`src/rtl/demux8_buf.sv`:
```
// Registered 1-to-8 demultiplexer with per-slot holding registers and consumer acks.
// Optional DEMUX8_OVERWRITE_EN: never stall; writes to full slots set sticky ovf flags.
module demux8_buf #(
    parameter int WIDTH = 32
) (
    input  logic             clk,
    input  logic             rst,
    input  logic             in_valid,
    output logic             in_ready,
    input  logic [WIDTH-1:0] d,
    input  logic [2:0]       s,
    output logic [WIDTH-1:0] y0,
    output logic [WIDTH-1:0] y1,
    output logic [WIDTH-1:0] y2,
    output logic [WIDTH-1:0] y3,
    output logic [WIDTH-1:0] y4,
    output logic [WIDTH-1:0] y5,
    output logic [WIDTH-1:0] y6,
    output logic [WIDTH-1:0] y7,
    output logic [7:0]       y_valid,
    input  logic [7:0]       y_ack
`ifdef DEMUX8_OVERWRITE_EN
    ,
    output logic [7:0]       ovf
`endif
);

    typedef enum logic {
        EMPTY = 1'b0,
        FULL  = 1'b1
    } slot_state_t;

    slot_state_t      r_state [8];
    logic [WIDTH-1:0] r_data  [8];
    logic             w_write;
`ifdef DEMUX8_OVERWRITE_EN
    logic [7:0]       r_ovf;
`endif

    // Accept decision: a slot can take a word when empty or being drained this cycle.
    always_comb begin
        in_ready = 1'b0;
        if (rst) begin
            in_ready = 1'b0;
        end else begin
`ifdef DEMUX8_OVERWRITE_EN
            in_ready = 1'b1;
`else
            in_ready = (r_state[s] == EMPTY) | y_ack[s];
`endif
        end
        w_write = in_valid & in_ready;
    end

    // Per-slot EMPTY/FULL state machines, data capture and overwrite flags.
    always_ff @(posedge clk) begin
        if (rst) begin
            for (int i = 0; i < 8; i++) begin
                r_state[i] <= EMPTY;
                r_data[i]  <= '0;
            end
`ifdef DEMUX8_OVERWRITE_EN
            r_ovf <= 8'h00;
`endif
        end else begin
            for (int i = 0; i < 8; i++) begin
                // A write to a slot dominates a same-cycle ack on it.
                case (r_state[i])
                    EMPTY: begin
                        if (w_write && (s == 3'(i))) begin
                            r_state[i] <= FULL;
                        end else begin
                            r_state[i] <= EMPTY;
                        end
                    end
                    FULL: begin
                        if (w_write && (s == 3'(i))) begin
                            r_state[i] <= FULL;
                        end else if (y_ack[i]) begin
                            r_state[i] <= EMPTY;
                        end else begin
                            r_state[i] <= FULL;
                        end
                    end
                    default: r_state[i] <= EMPTY;
                endcase
                if (w_write && (s == 3'(i))) begin
                    r_data[i] <= d;
                end
`ifdef DEMUX8_OVERWRITE_EN
                if (w_write && (s == 3'(i)) && (r_state[i] == FULL) && !y_ack[i]) begin
                    r_ovf[i] <= 1'b1;
                end
`endif
            end
        end
    end

    always_comb begin
        for (int i = 0; i < 8; i++) begin
            y_valid[i] = (r_state[i] == FULL);
        end
    end

    assign y0 = r_data[0];
    assign y1 = r_data[1];
    assign y2 = r_data[2];
    assign y3 = r_data[3];
    assign y4 = r_data[4];
    assign y5 = r_data[5];
    assign y6 = r_data[6];
    assign y7 = r_data[7];
`ifdef DEMUX8_OVERWRITE_EN
    assign ovf = r_ovf;
`endif

endmodule

```
`config.mk`:
```
export PLATFORM = sky130hd
export DESIGN_NAME = demux8_buf
export DESIGN_NICKNAME = d
export VERILOG_FILES = /design/src/rtl/demux8_buf.sv
export SDC_FILE = /design/constraint.sdc
export NUM_CORES = 1
export LEC_CHECK = 0
export ABC_AREA = 1
export ABC_CLOCK_PERIOD_IN_PS = 4800
export CAP_MARGIN = 30
export CORE_AREA = 10 10 191 193
export DETAILED_ROUTE_END_ITERATION = 10
export DIE_AREA = 0 0 201 203
export REMOVE_ABC_BUFFERS = 1
export SLEW_MARGIN = 20
export SYNTH_ARGS = -nofsm -noshare
export SYNTH_HDL_FRONTEND = slang
export SYNTH_SLANG_ARGS = --single-unit
```
`constraint.sdc`:
```
create_clock -name clk -period 4.8 [get_ports clk]
set_input_delay 1.44 -clock clk [delete_from_list [all_inputs] [get_ports clk]]
set_output_delay 1.44 -clock clk [all_outputs]
set_load 0.01 [all_outputs]
```
==> metrics.txt <==
antenna-violating nets left=0; Post-route DRC=0; largest net degree at the start of global routing=41; Clock Sinks=264; leak pwr=roughly 0.0054 uW; startpoint type of the worst setup path=input pin; Worst Path Max Fanout=6; layout cells sized above 1=8.11%; Max Slew Vio Count=0; Area contributors post-synth=edfxtp_1 82%, nor2_1 9.3%, buf_6 2.2%; minimum hold slack=690 ps; syn avg cell area=15.0 sq um; Placer Congestion=between 0.8 and 0.9; power per cell area=about 380 mW/mm^2; starting density of the core=29.6%; IO Pins=around 310; Synth Cell Area=~0.0096 sq mm; WP buf/inv=3; Chip Width=201 um; worst r2r dst=r_data[1][77]$_DFFE_PP_; Worst-path clk slew=60 ps; Clock Skews=7.15 ps; IO Port Bufs=310; most common cell after layout, fill and taps aside=clkdlybuf4s50_1; post-DP HPWL=roughly 22000 um; root buf cell=clkbuf_16; setup ws final=209 ps; Num CTS Buffers=29; Final Setup Violations=0; Final #Nets=1023; Hold Path Origin=r_state[5]$_DFFE_PP_; CP max stage delay=between 500 and 600 ps; H-Tree Level Count=1; R2R cell count=9; Setup WS pre-CTS=~42 ps; CTS max path bufs=3; Setup TNS=0 ps; total track usage=14.4%; sequential-to-total area share from yosys stat=82.5%; most frequent cells in the layout=307 x clkdlybuf4s50_1, 264 x edfxtp_1, 236 x nor2_1, 45 x inv_1, 29 x clkbuf_16; area delta synth->final=47.9%; fillers=2962; Ys Warns=0; crit path kind=in2out; RSZ-0062 raised after global routing=no; cell mode on critical path=clkdlybuf4s50_1; WHS Endpoint=r_state[5]$_DFFE_PP_; min cycle time layout=4590 ps; Fmax=0.218 GHz; via count of the first global-routing pass=6468; Syn Inst Count=641; Routed WL per cell=21.4 um; cell chain of the critical path=clkdlybuf4s50_1 -> inv_1 -> o21ai_0 -> nor2_1 -> a21oi_4 -> and2_2 -> clkdlybuf4s50_1; R2R Setup Slk=2550 ps; cts hold-fix bufs=0; die span in y=203 um; Top Family by Delay on Critical Path=buffers and inverters; vias per cell=between 4 and 5; Diodes inserted=0; routed vias=roughly 6300; IR drop worst, VDD=229 uV; Critical-path top delay cell=clkdlybuf4s50_1; kind of end point of the critical path=output pin; Hold Path Cell Cnt=2; Final period util=a little over nine tenths; Crit path arrival time=3150 ps; CP required=3360 ps; first-pass GRT wire length=44300 um; Slew headroom=59.2%; worst slew pin tran=roughly 610 ps; Seq cells post-synth=264; initial antenna violation count=0; min-delay worst type=reg2reg; CTS tree=done; Initial DRC Count=382; status=completed; FP Rows=66; Synth top area share=82.5%; Power, Total=about 5500 uW; max cap viols=0; core area=0.0325 sq mm; area leader, netlist=edfxtp_1; clock latency on the worst-skew pair=~540 ps; reg2reg start=r_state[2]$_SDFFCE_PN0P_; total grt overflow=0; Hold Fails Final Rpt=0; drt pass-1 iters=4; Distinct cells, synth=18; final WL=30800 um; DIE AREA=0.0408 sq mm
==> layer usage <==
metal	share of wire [%]	vias up	global-route usage, %
met2	49	259	24.5
met5	0	-	0
met1	40	3122	17.0
li1	-	2842	-
met4	1.4	0	2.79
met3	9.6	35	5.46
==> state kept, by name, indices dropped and copies added (netlist names) <==
register  flops
r_data      256
r_state       8
==> how the worst max path moves through the flow <==
stage          from                    endpoint  slack [ps]  depth (start not counted)
2_1_floorplan  s[0]  r_data[0][0]$_SDFFCE_PN0P_         930                          7
3_3_place_gp   s[0]                    in_ready         100                          9
3_5_place_dp   s[0]                    in_ready          40                          8
4_1_cts        s[0]                    in_ready          30                          8
5_1_grt        s[2]                    in_ready         160                          7
6_report       s[2]                    in_ready         210                          7
==> per-stage QoR <==
stage | util (%) | cells | cell area [sq um]
after CTS | 43.8 | 1441 | 14200
after detailed placement | 40.8 | 1388 | 13200
final | 43.8 | 1441 | 14200
after global placement | 40.8 | 1388 | 13200
after global routing | 43.8 | 1441 | 14200
after floorplan | - | 615 | 9340
==> report_power, final <==
part / internal [uW] / switching [uW] / leakage [uW]
Clock: 1370 / 888 / 0.000461
Combinational: 239 / 271 / 0.00222
Sequential: 2650 / 33.5 / 0.00276
Total: 4270 / 1190 / 0.00544
==> worst register-to-register path, delay by kind of cell, from the launching register on <==
kind,cells,cell delay (ps)
AND/OR/NAND/NOR,6,880
buffers and inverters,2,460
AO/OA/AOI/OAI,1,160
flip-flops,1,440
==> Yosys cell counts <==
master	instances
a21oi_1	7
a21oi_4	1
and2_2	1
buf_4	8
buf_6	19
clkbuf_1	5
clkbuf_2	1
clkinv_1	1
conb_1	1
edfxtp_1	264
inv_1	45
nand2_1	33
nand2_2	1
nand3_1	5
nand4_1	3
nand4_2	6
nor2_1	237
o21ai_0	3
==> area by class of cell <==
| class | count | area (sq um) | area share, % |
|---|---|---|---|
| flip-flops and latches | 264 | 7930 | 55.7 |
| repair buffers | 331 | 3340 | 23.5 |
| inverters | 46 | 173 | 1.21 |
| clock inverters | 18 | 219 | 1.54 |
| clock buffers | 35 | 748 | 5.26 |
| multi-input cells | 305 | 1260 | 8.89 |
| well taps | 442 | 553 | 3.89 |
==> kinds of logic after synthesis <==
group	Yosys count	share of synthesized area (%)
and+or+nand+nor	286	11.9
AOI/OAI and AO/OA	11	0.690
DFF	264	82.5
other	1	0.0390
buffers and inverters	79	4.89
==> timing repair <==
| item | CTS | global route |
|---|---|---|
| resized for setup | 0 | 3 |
| setup endpoints to repair | 0 | 1 |
| setup buffers | 0 | 0 |
Power figures use the tool's default switching activity.
